[src/rtl/sdram_bist_if.sv]
// Request-side bus between the BIST engine and sdram_controller3.
// The master drives requests and the slave returns completion strobes.
interface sdram_bist_if #(
    parameter int unsigned ADDR_WIDTH = 24,
    parameter int unsigned DATA_WIDTH = 32
);
    logic [ADDR_WIDTH-1:0] address;
    logic                  req_write;
    logic                  req_read;
    logic [DATA_WIDTH-1:0] data_out;
    logic [DATA_WIDTH-1:0] data_in;
    logic                  write_complete;
    logic                  data_valid;

    modport master (
        output address, req_write, req_read, data_out,
        input  data_in, write_complete, data_valid
    );

    modport slave (
        input  address, req_write, req_read, data_out,
        output data_in, write_complete, data_valid
    );
endinterface

[src/rtl/sdram_bist.sv]
// Self-test traffic generator for the sdram_controller3 request port: writes an
// address-derived pattern over a range, reads it back and reports the first error.
module sdram_bist #(
    parameter int unsigned           ADDR_WIDTH  = 24,
    parameter int unsigned           DATA_WIDTH  = 32,
    parameter int unsigned           ADDR_MAX    = 1 << 20,
    parameter logic [DATA_WIDTH-1:0] PATTERN_XOR = '0,
    parameter int unsigned           TIMEOUT     = 1023
) (
    input  logic                  CLOCK_50,
    input  logic                  rst,
    input  logic                  start,
    sdram_bist_if.master          bus,
    output logic                  busy,
    output logic                  done,
    output logic                  fail,
    output logic                  timeout,
    output logic [ADDR_WIDTH-1:0] fail_addr,
    output logic [DATA_WIDTH-1:0] fail_data
);

    localparam int unsigned           WAIT_W    = (TIMEOUT < 2) ? 1 : $clog2(TIMEOUT + 1);
    localparam logic [WAIT_W-1:0]     WAIT_LAST = WAIT_W'(TIMEOUT - 1);
    localparam logic [ADDR_WIDTH-1:0] LAST_ADDR = ADDR_WIDTH'(ADDR_MAX - 1);

    typedef enum logic [2:0] {
        IDLE, WR_REQ, WR_WAIT, RD_REQ, RD_WAIT, CHECK, DONE, FAIL
    } state_t;

    state_t                state;
    state_t                next_state;
    logic [ADDR_WIDTH-1:0] counter;
    logic [WAIT_W-1:0]     wait_cnt;
    logic [DATA_WIDTH-1:0] rd_data;
    logic                  wc_prev;
    logic                  dv_prev;

    logic                  wr_edge;
    logic                  rd_edge;
    logic                  wait_expired;
    logic                  is_last;
    logic                  mismatch;
    logic [DATA_WIDTH-1:0] pattern;

    // The wait expires on the TIMEOUT-th WAIT cycle without a strobe edge.
    always_comb begin
        pattern      = DATA_WIDTH'(counter) ^ PATTERN_XOR;
        wr_edge      = bus.write_complete & ~wc_prev;
        rd_edge      = bus.data_valid & ~dv_prev;
        wait_expired = (wait_cnt == WAIT_LAST);
        is_last      = (counter == LAST_ADDR);
        mismatch     = (rd_data != pattern);
    end

    always_ff @(posedge CLOCK_50) begin
        if (rst) begin
            state <= IDLE;
        end else begin
            state <= next_state;
        end
    end

    always_comb begin
        next_state = state;
        case (state)
            IDLE, DONE, FAIL: begin
                if (start) next_state = WR_REQ;
            end
            WR_REQ:  next_state = WR_WAIT;
            WR_WAIT: begin
                if (wr_edge)           next_state = is_last ? RD_REQ : WR_REQ;
                else if (wait_expired) next_state = FAIL;
            end
            RD_REQ:  next_state = RD_WAIT;
            RD_WAIT: begin
                if (rd_edge)           next_state = CHECK;
                else if (wait_expired) next_state = FAIL;
            end
            CHECK: begin
                if (mismatch)     next_state = FAIL;
                else if (is_last) next_state = DONE;
                else              next_state = RD_REQ;
            end
            default: next_state = IDLE;
        endcase
    end

    // Strobe history is tracked every cycle so a strobe already high on WAIT entry is not an edge.
    always_ff @(posedge CLOCK_50) begin
        if (rst) begin
            counter   <= '0;
            wait_cnt  <= '0;
            rd_data   <= '0;
            wc_prev   <= 1'b0;
            dv_prev   <= 1'b0;
            timeout   <= 1'b0;
            fail_addr <= '0;
            fail_data <= '0;
        end else begin
            wc_prev <= bus.write_complete;
            dv_prev <= bus.data_valid;
            case (state)
                IDLE, DONE, FAIL: begin
                    if (start) begin
                        counter   <= '0;
                        timeout   <= 1'b0;
                        fail_addr <= '0;
                        fail_data <= '0;
                    end
                end
                WR_REQ, RD_REQ: begin
                    wait_cnt <= '0;
                end
                WR_WAIT: begin
                    if (wr_edge) begin
                        counter <= is_last ? '0 : counter + 1'b1;
                    end else if (wait_expired) begin
                        timeout   <= 1'b1;
                        fail_addr <= counter;
                        fail_data <= '0;
                    end else begin
                        wait_cnt <= wait_cnt + 1'b1;
                    end
                end
                RD_WAIT: begin
                    if (rd_edge) begin
                        rd_data <= bus.data_in;
                    end else if (wait_expired) begin
                        timeout   <= 1'b1;
                        fail_addr <= counter;
                        fail_data <= '0;
                    end else begin
                        wait_cnt <= wait_cnt + 1'b1;
                    end
                end
                CHECK: begin
                    if (mismatch) begin
                        fail_addr <= counter;
                        fail_data <= rd_data;
                    end else if (!is_last) begin
                        counter <= counter + 1'b1;
                    end
                end
                default: begin
                    counter <= '0;
                end
            endcase
        end
    end

    // The counter only moves on leaving a WAIT or CHECK, so address holds through each access.
    always_comb begin
        bus.address   = counter;
        bus.req_write = (state == WR_REQ);
        bus.req_read  = (state == RD_REQ);
        bus.data_out  = '0;
        if (state == WR_REQ || state == WR_WAIT) bus.data_out = pattern;
        busy = (state inside {WR_REQ, WR_WAIT, RD_REQ, RD_WAIT, CHECK});
        done = (state == DONE);
        fail = (state == FAIL);
    end

endmodule

[src/flat_wrapper.sv]
// flat-port wrapper written by rule: the top's interface ports become plain ports
module sdram_bist_flat 
#(
    parameter int unsigned           ADDR_WIDTH  = 24,
    parameter int unsigned           DATA_WIDTH  = 32,
    parameter int unsigned           ADDR_MAX    = 1 << 20,
    parameter logic [DATA_WIDTH-1:0] PATTERN_XOR = '0,
    parameter int unsigned           TIMEOUT     = 1023
)
  (CLOCK_50, rst, start, busy, done, fail, timeout, fail_addr, fail_data, bus_address, bus_req_write, bus_req_read, bus_data_out, bus_data_in, bus_write_complete, bus_data_valid);
  sdram_bist_if #(.ADDR_WIDTH(ADDR_WIDTH), .DATA_WIDTH(DATA_WIDTH)) bus_i ();
  input  logic CLOCK_50;
  input  logic rst;
  input  logic start;
  output logic busy;
  output logic done;
  output logic fail;
  output logic timeout;
  output logic [ADDR_WIDTH-1:0] fail_addr;
  output logic [DATA_WIDTH-1:0] fail_data;
  output wire logic [$bits(bus_i.address)-1:0] bus_address;
  output wire logic [$bits(bus_i.req_write)-1:0] bus_req_write;
  output wire logic [$bits(bus_i.req_read)-1:0] bus_req_read;
  output wire logic [$bits(bus_i.data_out)-1:0] bus_data_out;
  input wire logic [$bits(bus_i.data_in)-1:0] bus_data_in;
  input wire logic [$bits(bus_i.write_complete)-1:0] bus_write_complete;
  input wire logic [$bits(bus_i.data_valid)-1:0] bus_data_valid;
  assign bus_address = bus_i.address;
  assign bus_req_write = bus_i.req_write;
  assign bus_req_read = bus_i.req_read;
  assign bus_data_out = bus_i.data_out;
  assign bus_i.data_in = bus_data_in;
  assign bus_i.write_complete = bus_write_complete;
  assign bus_i.data_valid = bus_data_valid;
  sdram_bist #(.ADDR_WIDTH(ADDR_WIDTH), .DATA_WIDTH(DATA_WIDTH), .ADDR_MAX(ADDR_MAX), .PATTERN_XOR(PATTERN_XOR), .TIMEOUT(TIMEOUT)) u_core (.CLOCK_50(CLOCK_50), .rst(rst), .start(start), .bus(bus_i), .busy(busy), .done(done), .fail(fail), .timeout(timeout), .fail_addr(fail_addr), .fail_data(fail_data));
endmodule
[config.mk]
export PLATFORM = sky130hd
export DESIGN_NAME = sdram_bist_flat
export DESIGN_NICKNAME = d
export VERILOG_FILES = /design/src/rtl/sdram_bist_if.sv /design/src/rtl/sdram_bist.sv /design/src/flat_wrapper.sv
export SDC_FILE = /design/constraint.sdc
export NUM_CORES = 1
export LEC_CHECK = 0
export ABC_AREA = 1
export CELL_PAD_IN_SITES_DETAIL_PLACEMENT = 1
export CELL_PAD_IN_SITES_GLOBAL_PLACEMENT = 1
export CORE_MARGIN = 2
export CORE_UTILIZATION = 35
export CTS_CLUSTER_DIAMETER = 100
export CTS_CLUSTER_SIZE = 24
export DETAILED_ROUTE_END_ITERATION = 8
export PLACE_DENSITY_LB_ADDON = 0.1
export SYNTH_ARGS = -nofsm -noshare
export SYNTH_HDL_FRONTEND = slang
export SYNTH_SLANG_ARGS = --single-unit
export TNS_END_PERCENT = 30
[constraint.sdc]
create_clock -name CLOCK_50 -period 2.5 [get_ports CLOCK_50]
set_clock_uncertainty 0.1 [all_clocks]
set_input_delay 0.5 -clock CLOCK_50 [delete_from_list [all_inputs] [get_ports CLOCK_50]]
set_output_delay 0.5 -clock CLOCK_50 [all_outputs]
set_load 0.005 [all_outputs]
==> qor.csv <==
metric;value;unit
run_status;finished, violations left;
violations;setup timing;
placed_area;8468;um^2
hold_viol;0;
ctsLongestPathBuffers;2;
startpoint;u_core.state[1];
critical_path_class;reg2out;
routed_wl;23990;um
layout_common_cells;nand2_1, nor2_1, dfxtp_1;
syn-cell-area;6596;um^2
fp-row-count;50;
grt_max_degree;65;
syn_to_final_growth;38.69;%
grt_usage;0.2409;
fin_crit_sh;1.008;
vias;7032;
syn_inst;992;
cap_viol_max_count;0;
reg2reg_from;u_core.state[0];
fill_cells;2403;
worstPathRequired;1900;ps
seqCellArea;2572;um^2
period_needed;2520;ps
routed_via_density;4.998;
cts_sinks;128;
power.density;584.2;nW/um^2
start_kind;flip-flop;
dp_hpwl;17300;um
syn_avg_cell_area;6.650;um^2
gp_congestion;0.8499;
multi_input_area;3373;um^2
drv_slew;0;
drive_above_1_share;0.1228;
drc;0;
cts-root-buf;clkbuf_16;
ff2ff_setup_slack;180;ps
p_leak;0.003667;uW
rsz0062_at_grt;true;
layout.nets;1202;
tightest_slew;688.5;ps
cts_max_level;4;
max_freq;396.9;MHz
antenna_found_initial;0;
worst_setup_path_end_kind;output port;
firstDrtPassIters;5;
cts_tree;built;
fp.dieW;141.3;um
peakVddDrop;476.7;uV
route.detailed.wl_per_inst;17.05;um
grt_pass1_vias;6999;
final_area;9149;um^2
grt_pass1_wl;37910;um
core-area;18580;um^2
mostFrequentLayoutCell;nand2_1;
first_iter_violations;356;
synth_cell_types;37;
synth_seq_area_share;0.3885;
r2r-end;u_core.wait_cnt[1];
cts_inserted_buffers;17;
r2r_cells;12;
final.setup.tns;-19.73;ps
ctsHoldBuffers;0;
crit_end;busy;
fin_ws;-19.73;ps
ys_warn_count;0;
start_util;0.3550;
io_buffers;146;
relSlewSlack;0.5379;
finalSetupViolations;1;
die_area;19960;um^2
synth-seq-cells;128;
fp.dieH;141.3;um
antenna_cells;0;
io_pins;155;
crit_fanout;10;
hp-class;in2reg;
path_clk_slew;60;ps
clk_latency;430;ps
cp.arrival;1920;ps
antenna_left;0;
overflow;0;
-- layout make-up --
class | instances | share of cell area
multi-input cells | 705 | 0.3687
flip-flops and latches | 128 | 0.2812
repair buffers | 207 | 0.2127
clock buffers | 19 | 0.04841
inverters | 102 | 0.04212
well taps | 234 | 0.03200
clock inverters | 12 | 0.01491
-- synthesized netlist by cell type --
cell	instances	share of area
nor2_4	2	0.0034
clkbuf_1	29	0.017
nor3_1	10	0.0076
o21ai_2	1	0.0013
nand2_2	13	0.012
a21oi_4	1	0.0025
a21oi_2	10	0.013
buf_6	4	0.0068
a21oi_1	112	0.085
clkbuf_2	1	0.00076
inv_2	5	0.0028
nor2_1	149	0.085
buf_8	1	0.0023
xnor2_1	5	0.0066
nor2_8	1	0.0030
dfxtp_1	128	0.39
a31oi_1	3	0.0028
inv_1	97	0.055
xor2_1	15	0.020
or2_2	2	0.0019
nand2_1	207	0.12
o21ai_1	1	0.00076
buf_2	17	0.013
o31ai_1	1	0.0011
buf_4	8	0.0091
nand2_4	1	0.0017
nand4_1	29	0.028
nor2_2	1	0.00095
conb_1	1	0.00057
buf_1	4	0.0023
ha_1	4	0.0076
nand3_2	2	0.0030
nand3_1	72	0.055
o21ai_0	52	0.039
or2_1	1	0.00095
o221ai_1	1	0.0013
nor4_1	1	0.00095
-- worst max-delay path, cell delays in order, from the launching register on --
cell             delay (ps)
dfxtp_4                 360
inv_2                    90
buf_4                   130
nand2_1                 100
nor2_4                  170
inv_4                    90
nand2_4                  70
clkdlybuf4s50_1         490
-- routing by layer --
| layer | GRT usage | share of wire | vias to the layer above |
|---|---|---|---|
| met5 | 0 | 0 | - |
| met4 | 0.08579 | 0.021 | 0 |
| met3 | 0.04387 | 0.046 | 32 |
| met2 | 0.3746 | 0.45 | 162 |
| met1 | 0.3356 | 0.49 | 3329 |
| li1 | - | - | 3509 |
-- registers in the layout, summed over array words and instances, names as in the netlist --
name	count
u_core.rd_data	32
u_core.dv_prev	1
u_core.wait_cnt	10
u_core.wc_prev	1
u_core.state	3
u_core.timeout	1
u_core.fail_data	32
u_core.fail_addr	24
u_core.bus.address	24
-- worst min-delay path by stage --
| stage | start | end | cells after the start |
|---|---|---|---|
| floorplan | u_core.rd_data[31] | u_core.rd_data[31] | 2 |
| global placement | u_core.fail_data[26] | u_core.fail_data[26] | 2 |
| detailed placement | u_core.fail_addr[17] | u_core.fail_addr[17] | 2 |
| CTS | rst | u_core.wait_cnt[7] | 4 |
| global route | u_core.fail_addr[14] | u_core.fail_addr[14] | 2 |
| finish | rst | u_core.wait_cnt[7] | 4 |
-- timing repair --
action                                  CTS  global route
gates resized for setup                  36             7
setup buffers                             5             4
pin swaps                                 2             3
endpoints found under the setup margin   25            42
-- cell families (layout without fill, tap and decap cells) --
| kind of cell | after synthesis | count (layout) | synth area share |
|---|---|---|---|
| other | 1 | 8 | 0.0005685 |
| xor gates and xnor gates | 20 | 20 | 0.02656 |
| buffers and inverters | 166 | 340 | 0.1087 |
| DFF | 128 | 128 | 0.3885 |
| and+or+nand+nor | 491 | 491 | 0.3206 |
| AOI/OAI and AO/OA | 182 | 182 | 0.1476 |
| adders and majority gates | 4 | 4 | 0.007588 |
-- power by group --
| part | total (uW) | switching [uW] | internal, uW |
|---|---|---|---|
| clock | 2470 | 978 | 1490 |
| sequential | 2100 | 35.7 | 2070 |
| combinational | 772 | 467 | 305 |
| total | 5340 | 1480 | 3860 |
-- metrics by stage --
stage               std cells    util  hold slack, ps  power (uW)  worst slack [ps]
floorplan                 999       -           343.6        2569             400.3
global placement         1367  0.4558           350.1        2873             120.1
detailed placement       1367  0.4558           355.6        2877             55.18
CTS                      1403  0.4900           346.4        5369            -43.73
global route             1407  0.4924           388.7        5535            -89.90
finish                   1407  0.4924           359.0        5345            -19.73
Power figures use the tool's default switching activity.
